$ cat src/rtl/line_follow_ctrl.sv
// Line-follower steering controller: synchronises and debounces the IR
// sensor array, classifies line position by left/right weight, and runs a
// follow/node/search/lost state machine with node counting and a timeout.
module line_follow_ctrl #(
    parameter int NUM_SENSORS  = 3,
    parameter int FILT_DEPTH   = 4,
    parameter int NODE_HOLD    = 25000,
    parameter int LOST_TIMEOUT = 50000,
    parameter int NODE_CNT_W   = 8
) (
    input  logic                   clk_50,
    input  logic                   reset,
    input  logic                   enable,
    input  logic [NUM_SENSORS-1:0] sensor,
    output logic [2:0]             turn,
    output logic                   node_pulse,
    output logic [NODE_CNT_W-1:0]  node_count,
    output logic                   lost,
    output logic [2:0]             state_dbg
);

    localparam int C       = (NUM_SENSORS - 1) / 2;
    localparam int CNT_W   = $clog2(NUM_SENSORS + 1);
    localparam int RUN_W   = $clog2(FILT_DEPTH + 1);
    localparam int TMR_MAX = (NODE_HOLD > LOST_TIMEOUT) ? NODE_HOLD : LOST_TIMEOUT;
    localparam int TMR_W   = $clog2(TMR_MAX + 1);

    localparam logic [RUN_W-1:0] RUN_LAST  = RUN_W'(FILT_DEPTH - 1);
    localparam logic [TMR_W-1:0] HOLD_LAST = TMR_W'(NODE_HOLD - 1);
    localparam logic [TMR_W-1:0] LOST_LAST = TMR_W'(LOST_TIMEOUT - 1);

    localparam logic [2:0] TURN_STOP   = 3'b000;
    localparam logic [2:0] TURN_FWD    = 3'b001;
    localparam logic [2:0] TURN_LEFT   = 3'b010;
    localparam logic [2:0] TURN_RIGHT  = 3'b011;
    localparam logic [2:0] TURN_SEARCH = 3'b100;

    typedef enum logic [2:0] {
        ST_IDLE   = 3'b000,
        ST_FOLLOW = 3'b001,
        ST_NODE   = 3'b010,
        ST_SEARCH = 3'b011,
        ST_LOST   = 3'b100
    } state_t;

    typedef enum logic [2:0] {
        CL_NONE,
        CL_NODE,
        CL_FWD,
        CL_LEFT,
        CL_RIGHT
    } class_t;

    typedef enum logic [1:0] {
        DIR_FWD,
        DIR_LEFT,
        DIR_RIGHT
    } dir_t;

    logic [NUM_SENSORS-1:0] r_sync1;
    logic [NUM_SENSORS-1:0] r_sync2;
    logic [NUM_SENSORS-1:0] r_filt;
    logic [RUN_W-1:0]       r_run [NUM_SENSORS];

    logic [CNT_W-1:0] w_left_cnt;
    logic [CNT_W-1:0] w_right_cnt;
    class_t           w_class;
    logic [2:0]       w_dir_turn;
    logic             w_class_is_dir;
    dir_t             w_class_dir;
    logic [2:0]       w_search_turn;

    state_t                r_state;
    logic [2:0]            r_turn;
    logic                  r_pulse;
    logic [NODE_CNT_W-1:0] r_node_count;
    logic                  r_lost;
    logic [TMR_W-1:0]      r_timer;
    dir_t                  r_last_dir;

    state_t                w_next_state;
    logic [2:0]            w_next_turn;
    logic                  w_next_pulse;
    logic [NODE_CNT_W-1:0] w_next_count;
    logic [TMR_W-1:0]      w_next_timer;
    dir_t                  w_next_dir;

    // Two-flop synchroniser for the asynchronous sensor inputs
    // NOTE: sequential state uses non-blocking (<=) so every flop samples pre-edge values.
    always_ff @(posedge clk_50 or posedge reset) begin
        if (reset) begin
            r_sync1 <= '0;
            r_sync2 <= '0;
        end else begin
            r_sync1 <= sensor;
            r_sync2 <= r_sync1;
        end
    end

    // Per-bit debounce: flip the filtered bit after FILT_DEPTH disagreeing samples in a row
    // NOTE: the run-counter array is a handful of flops, so it is reset like any other register.
    always_ff @(posedge clk_50 or posedge reset) begin
        if (reset) begin
            r_filt <= '0;
            for (int i = 0; i < NUM_SENSORS; i++) r_run[i] <= '0;
        end else begin
            for (int i = 0; i < NUM_SENSORS; i++) begin
                if (r_sync2[i] == r_filt[i]) begin
                    r_run[i] <= '0;
                end else if (r_run[i] == RUN_LAST) begin
                    r_filt[i] <= r_sync2[i];
                    r_run[i]  <= '0;
                end else begin
                    r_run[i] <= r_run[i] + 1'b1;
                end
            end
        end
    end

    // Classify line position from the filtered pattern (left/right weight)
    // NOTE: every combinational output gets a default first so no latch is inferred.
    always_comb begin
        w_left_cnt  = '0;
        w_right_cnt = '0;
        for (int i = 0; i < C; i++)
            w_left_cnt = w_left_cnt + CNT_W'(r_filt[i]);
        for (int i = C + 1; i < NUM_SENSORS; i++)
            w_right_cnt = w_right_cnt + CNT_W'(r_filt[i]);

        if (&r_filt)                     w_class = CL_NODE;
        else if (~|r_filt)               w_class = CL_NONE;
        else if (w_left_cnt > w_right_cnt) w_class = CL_LEFT;
        else if (w_right_cnt > w_left_cnt) w_class = CL_RIGHT;
        else                             w_class = CL_FWD;

        w_dir_turn     = TURN_STOP;
        w_class_is_dir = 1'b1;
        w_class_dir    = DIR_FWD;
        case (w_class)
            CL_FWD:   w_dir_turn = TURN_FWD;
            CL_LEFT:  begin w_dir_turn = TURN_LEFT;  w_class_dir = DIR_LEFT;  end
            CL_RIGHT: begin w_dir_turn = TURN_RIGHT; w_class_dir = DIR_RIGHT; end
            default:  w_class_is_dir = 1'b0;
        endcase

        case (r_last_dir)
            DIR_LEFT:  w_search_turn = TURN_LEFT;
            DIR_RIGHT: w_search_turn = TURN_RIGHT;
            default:   w_search_turn = TURN_SEARCH;
        endcase
    end

    // FSM next state and next registered outputs; enable low overrides everything
    always_comb begin
        w_next_state = r_state;
        w_next_turn  = r_turn;
        w_next_pulse = 1'b0;
        w_next_count = r_node_count;
        w_next_timer = r_timer;
        w_next_dir   = r_last_dir;

        if (!enable) begin
            w_next_state = ST_IDLE;
            w_next_turn  = TURN_STOP;
            w_next_timer = '0;
        end else begin
            case (r_state)
                ST_IDLE: begin
                    w_next_state = ST_FOLLOW;
                    w_next_turn  = w_dir_turn;
                    if (w_class_is_dir) w_next_dir = w_class_dir;
                end
                ST_FOLLOW: begin
                    case (w_class)
                        CL_NODE: begin
                            w_next_state = ST_NODE;
                            w_next_turn  = TURN_STOP;
                            w_next_pulse = 1'b1;
                            w_next_count = r_node_count + 1'b1;
                            w_next_timer = '0;
                        end
                        CL_NONE: begin
                            w_next_state = ST_SEARCH;
                            w_next_turn  = w_search_turn;
                            w_next_timer = '0;
                        end
                        default: begin
                            w_next_turn = w_dir_turn;
                            w_next_dir  = w_class_dir;
                        end
                    endcase
                end
                ST_NODE: begin
                    // Hold completes before the line is looked at again
                    if (r_timer != HOLD_LAST) begin
                        w_next_timer = r_timer + 1'b1;
                        w_next_turn  = TURN_STOP;
                    end else if (w_class == CL_NODE) begin
                        w_next_turn = TURN_FWD;
                    end else begin
                        w_next_state = ST_FOLLOW;
                        w_next_turn  = w_dir_turn;
                        if (w_class_is_dir) w_next_dir = w_class_dir;
                    end
                end
                ST_SEARCH: begin
                    // A reappearing line beats a timer expiring on the same edge
                    if (w_class != CL_NONE) begin
                        w_next_state = ST_FOLLOW;
                        w_next_turn  = w_dir_turn;
                        if (w_class_is_dir) w_next_dir = w_class_dir;
                    end else if (r_timer == LOST_LAST) begin
                        w_next_state = ST_LOST;
                        w_next_turn  = TURN_STOP;
                    end else begin
                        w_next_timer = r_timer + 1'b1;
                        w_next_turn  = w_search_turn;
                    end
                end
                ST_LOST: begin
                    w_next_turn = TURN_STOP;
                end
                default: begin
                    w_next_state = ST_IDLE;
                    w_next_turn  = TURN_STOP;
                end
            endcase
        end
    end

    // FSM state and registered outputs
    always_ff @(posedge clk_50 or posedge reset) begin
        if (reset) begin
            r_state      <= ST_IDLE;
            r_turn       <= TURN_STOP;
            r_pulse      <= 1'b0;
            r_node_count <= '0;
            r_lost       <= 1'b0;
            r_timer      <= '0;
            r_last_dir   <= DIR_FWD;
        end else begin
            r_state      <= w_next_state;
            r_turn       <= w_next_turn;
            r_pulse      <= w_next_pulse;
            r_node_count <= w_next_count;
            r_lost       <= (w_next_state == ST_LOST);
            r_timer      <= w_next_timer;
            r_last_dir   <= w_next_dir;
        end
    end

    assign turn       = r_turn;
    assign node_pulse = r_pulse;
    assign node_count = r_node_count;
    assign lost       = r_lost;
    assign state_dbg  = r_state;

endmodule

$ cat config.mk
export PLATFORM = sky130hd
export DESIGN_NAME = line_follow_ctrl
export DESIGN_NICKNAME = d
export VERILOG_FILES = /design/src/rtl/line_follow_ctrl.sv
export SDC_FILE = /design/constraint.sdc
export NUM_CORES = 1
export LEC_CHECK = 0
export ABC_AREA = 1
export BUFFER_PORTS_ARGS = -buffer_cell sky130_fd_sc_hd__buf_2
export CORE_UTILIZATION = 39
export CTS_BUF_LIST = sky130_fd_sc_hd__clkbuf_4 sky130_fd_sc_hd__clkbuf_8
export DETAILED_ROUTE_END_ITERATION = 16
export SLEW_MARGIN = 20
export SYNTH_ARGS = -nofsm -noshare
export SYNTH_HDL_FRONTEND = slang
export SYNTH_SLANG_ARGS = --single-unit
$ cat constraint.sdc
create_clock -name clk_50 -period 1.5 [get_ports clk_50]
set_input_delay 0.3 -clock clk_50 [delete_from_list [all_inputs] [get_ports clk_50]]
set_output_delay 0.3 -clock clk_50 [all_outputs]
set_load 0.01 [all_outputs]
# Word-level counts from Yosys, hierarchy flattened
# Index checks and enable logic that the tools add are counted.
# op_classes
addsub	5
order_cmp	2
eq_ne	28
n_mux	43
bitwise_logic	3
n_reduce_logical	14
# op_table
op	n
16-bit two-way mux	5
3-bit two-way mux	18
16-bit one-hot mux with 3 select lines	1
3-bit by 2-bit == test with 1-bit output (second input constant)	7
3-bit one-hot mux with 2 select lines	3
16-bit by 1-bit adder with 16-bit output (second input constant)	1
16-bit == test (second input constant)	1
16-bit by 15-bit != test with 1-bit output (second input constant)	1
3-bit one-hot mux with 5 select lines	1
2-bit two-way mux	7
3-bit != test (second input constant)	4
3-bit one-hot mux with 4 select lines	1
3-bit by 1-bit adder with 3-bit output (second input constant)	3
3-bit == test (second input constant)	3
8-bit by 1-bit adder with 8-bit output (second input constant)	1
2-bit != test (second input constant)	4
2-bit one-hot mux with 4 select lines	1
3-bit by 1-bit == test with 1-bit output (second input constant)	2
3-bit logical NOT	2
2-bit one-hot mux with 3 select lines	1
2-bit AND reduction	3
3-bit AND reduction	2
6-bit AND reduction	1
3-bit OR reduction	2
12 further kinds	20
# word_totals
ff_bits	52
out_inout_bits	16

# Logic depth before layout (Yosys ltp)
# logic_depth
ltp_word	12
mapped_depth	12

# Worst setup path before layout
# No wires, ideal clock.
# synth_timing
kind	register to register
start	register r_timer[0]
end	register r_timer[7]
t_arrival_ns	1.481
slack_ns	-0.098
stages_incl_launch_ff	10
n_path_buf	1
synth_period_minus_slack_ns	1.598
path_cell_list	dfrtp_1 ha_1 nand3_1 nor2_2 nand3_1 nand2_1 nand2_2 buf_2 nand3_1 nand2_1
# synth_via
elab_chain_cells	5
word_cells_on_any_way	11
cone_classes	1 x add/sub; 4 x eq/ne; 5 x mux; 1 x reduce/logical
# synth_rtl
element	line	source
start, declared	78	logic [TMR_W-1:0] r_timer;
start signal, assigned	247	r_timer <= w_next_timer;
16-bit by 1-bit adder with 16-bit output	196, 216	
16-bit two-way mux	212	end else if (r_timer == LOST_LAST) begin
16-bit two-way mux	208	if (w_class != CL_NONE) begin
16-bit one-hot mux with 3 select lines	167	case (r_state)
16-bit two-way mux	162	if (!enable) begin
# Several ways; a longest one is shown, not always the timed one. The select of a mux whose other input is x is not followed.
# A chain may end at the register's enable or synchronous reset.

# Worst setup path in the final report
# layout_timing
start	register r_timer[9]
end	register r_timer[12]
# Same word-level chain as after synthesis.

==> flow_metrics.env <==
export IMPL_syn_to_final_growth_pct=36.5
export IMPL_period_share_pct=105
export IMPL_htree_levels=2
export IMPL_hold_viol_final=0
export IMPL_synth_cell_types=28
export IMPL_ys_top_cells_by_area="dfrtp_1, nand2_1, nand3_1, nor2_1, inv_1"
export IMPL_drt_wl_total_um=7190
export IMPL_grt_pass1_wl_um=11900
export IMPL_seq_area_frac_synth_pct=44.9
export IMPL_cts_root_buf="clkbuf_8"
export IMPL_crit_path_end_kind="flip-flop"
export IMPL_tightest_slew_ns=0.322
export IMPL_rsz0062_at_grt="true"
export IMPL_drt_pass1_iter_count=4
export IMPL_outcome="complete, but fails checks"
export IMPL_post_route_drc_count=0
export IMPL_core_um2=7210
export IMPL_path_class="flip-flop to flip-flop"
export IMPL_worstSetupStartpointType="flip-flop"
export IMPL_hp_class="input pin to asynchronous set/reset pin"
export IMPL_clock_fmax_mhz=632
export IMPL_maxSlewHeadroom_pct=78.3
export IMPL_pwr_density_cell_nw_per_um2=1150
export IMPL_cts_buffers=5
export IMPL_yosysWarnings=0
export IMPL_final_nets=489
export IMPL_ctsHoldBuffers=0
export IMPL_via_per_inst=4.80
export IMPL_drv_slew=0
export IMPL_synth_main_ff_cell="dfrtp_1"
export IMPL_peakVddDrop_uv=740
export IMPL_cp_max_fo=12
export IMPL_clock_skew_ns=0.00435
export IMPL_cts_sinks=52
export IMPL_post_drt_wl_per_cell_um=12.5
export IMPL_crit_start="r_timer[9]"
export IMPL_syn_num_nets=399
export IMPL_grt_start_max_net_pins=53
export IMPL_ant_nets=0
export IMPL_grt_pass1_vias=2627
export IMPL_vias=2772
export IMPL_syn_inst=387
export IMPL_clock_latency_ns=0.31
export IMPL_drt_iter0_markers=141
export IMPL_async_flop_share_pct=100
export IMPL_ys_ff_latch=52
export IMPL_globalplace_congestion=0.882
export IMPL_antennaDiodeCount=0
export IMPL_netlist_area_um2=2900
export IMPL_holdWs_ns=0.0419
export IMPL_synth_top_family_by_area="simple AND/OR/NAND/NOR gates"
export IMPL_wl_met3_um=169
export IMPL_synth_top_cell_by_area="dfrtp_1"
export IMPL_yosys_area_top_type_share_pct=44.9
export IMPL_yosys_area_share_simple_pct=37.1
export IMPL_p_leak_nw=1.96
export IMPL_wl_met2_um=3610
export IMPL_syn_area_per_cell_um2=7.48
export IMPL_hpwl_um=5130
export IMPL_dieArea_um2=7780
export IMPL_required_ns=1.71
export IMPL_drv_cap=0
export IMPL_violations="setup timing"
export IMPL_gr_usage_all_layers_pct=19.9
export IMPL_synth_adder_area_share_pct=2.59
export IMPL_synthXorXnorAreaFrac_pct=3.33
export IMPL_overflow=0
export IMPL_port_buffers=21
export IMPL_initial_utilization_pct=40.1
export IMPL_pre_cts_ws_ns=-0.136
export IMPL_synth_edf_count=0
export IMPL_antenna_found_initial=0
export IMPL_io_pins=22
export IMPL_final_fill_count=706
export IMPL_min_period_ns=1.58
export IMPL_worstPathArrival_ns=1.79
export IMPL_dieHeight_um=88.2
export IMPL_worstReg2RegStart="r_timer[9]"
export IMPL_top_layer_used="met4"
export IMPL_met1_length_um=3310
export IMPL_tritoncts="yes"
export IMPL_max_clock_path_buffers=2
export IMPL_setup_viol=21
export IMPL_setup_ws_ns=-0.0814
export IMPL_muxShareOfSynthArea_pct=0
export IMPL_clk_pin_slew_ns=0.09
export IMPL_synth_compound_area_share_pct=4.54
export IMPL_drive_gt1_share_pct=33.1
export IMPL_die_x_um=88.2
export IMPL_rows=31
-- repair_timing --
| action | 4_1_cts | 5_1_grt |
|---|---|---|
| pin swaps | 2 | 17 |
| buffers inserted | 1 | 6 |
| setup endpoints to repair | 26 | 28 |
| gates resized for setup | 11 | 42 |
-- routing by layer --
layer	vias up	GRT usage [%]
li1	1418	-
met2	41	35.2
met1	1303	25.7
met3	10	2.83
met5	-	0
met4	0	4.99
-- synthesized netlist by cell type, types with 5 or more instances --
library cell  number
dfrtp_1           52
nor3_1             9
xnor2_1            8
inv_2              6
ha_1               6
nor2_1            50
nand2_1          111
o21bai_1           5
nand4_1           10
o21ai_0           13
inv_1             41
nand3_1           44
-- cell families (layout without fill, tap and decap cells) --
kind of cell / Yosys count / in the layout
fa+ha+maj: 6 / 6
simple gates: 241 / 241
xor+xnor: 11 / 11
compound gates: 23 / 23
flops: 52 / 52
buf+inv: 54 / 145
-- sequential cells by signal (all words and copies together) (netlist names) --
name / cells
lost: 1
node_count: 8
node_pulse: 1
r_filt: 3
r_last_dir: 2
r_run: 9
r_sync1: 3
r_sync2: 3
r_timer: 16
state_dbg: 3
turn: 3
-- final timing paths --
kind	endpoint	slack (ns)	depth (start not counted)
setup / recovery	r_timer[12]	-0.08	9
hold / removal	node_count[1]	0.04	3
setup reg to reg	r_timer[12]	-0.08	9
hold reg to reg	r_sync2[2]	0.36	0
max in group asynchronous	r_timer[9]	1.22	3
min in group clk_50	r_sync1[2]	0.09	1
-- cells in the final DEF (no fill, tap or decap), drive strengths merged, types with 2 or more instances in the layout --
cell	synthesis	routed
clkbuf	3	6
o21ai	13	13
nand4	10	10
buf	4	90
dfrtp	52	52
nand3b	2	2
nand2	114	114
inv	47	46
ha	6	6
nor3	10	10
nand3	45	45
a21oi	3	3
xnor2	8	8
xor2	3	3
o21bai	5	5
nor4	3	3
nor2	56	56
-- worst max-delay path: stages (launching register included) --
cell	delay, ns
dfrtp_2	0.48
nor2_2	0.17
nand3_1	0.09
nor2_1	0.12
nand3_2	0.13
nor2_4	0.14
nor2_4	0.07
buf_12	0.14
nand3_1	0.08
nand2_1	0.05
-- through the flow --
| step | std cells | power [mW] | instance area (µm²) | util [%] | setup TNS (ns) |
|---|---|---|---|---|---|
| 4_1_cts | 571 | 4.49 | 3770 | 52.3 | -1.16 |
| 2_1_floorplan | 387 | 2.73 | 2920 | - | -0.444 |
| 3_5_place_dp | 562 | 3.40 | 3600 | 50.0 | -2.21 |
| 6_report | 577 | 4.56 | 3960 | 54.8 | -1.25 |
| 5_1_grt | 577 | 4.88 | 3960 | 54.8 | -3.62 |
| 3_3_place_gp | 562 | 3.35 | 3600 | 50.0 | -2.58 |
-- report_power, final --
group / switching (mW) / leakage (nW) / total (mW) / internal [mW]
logic: 1.01 / 1.21 / 1.78 / 0.765
registers: 0.159 / 0.688 / 1.77 / 1.61
clock network: 0.475 / 0.0614 / 1.02 / 0.546
total: 1.65 / 1.96 / 4.56 / 2.92
-- cell type report --
class | count | area, µm² | area share [%]
clock inverter | 2 | 38.8 | 0.981
clock buffer | 6 | 82.6 | 2.09
inverter | 47 | 180 | 4.56
timing repair buffer | 90 | 683 | 17.3
sequential | 52 | 1310 | 33.0
tap | 99 | 124 | 3.13
multi-input combinational | 281 | 1540 | 38.9
Power figures use the tool's default switching activity.
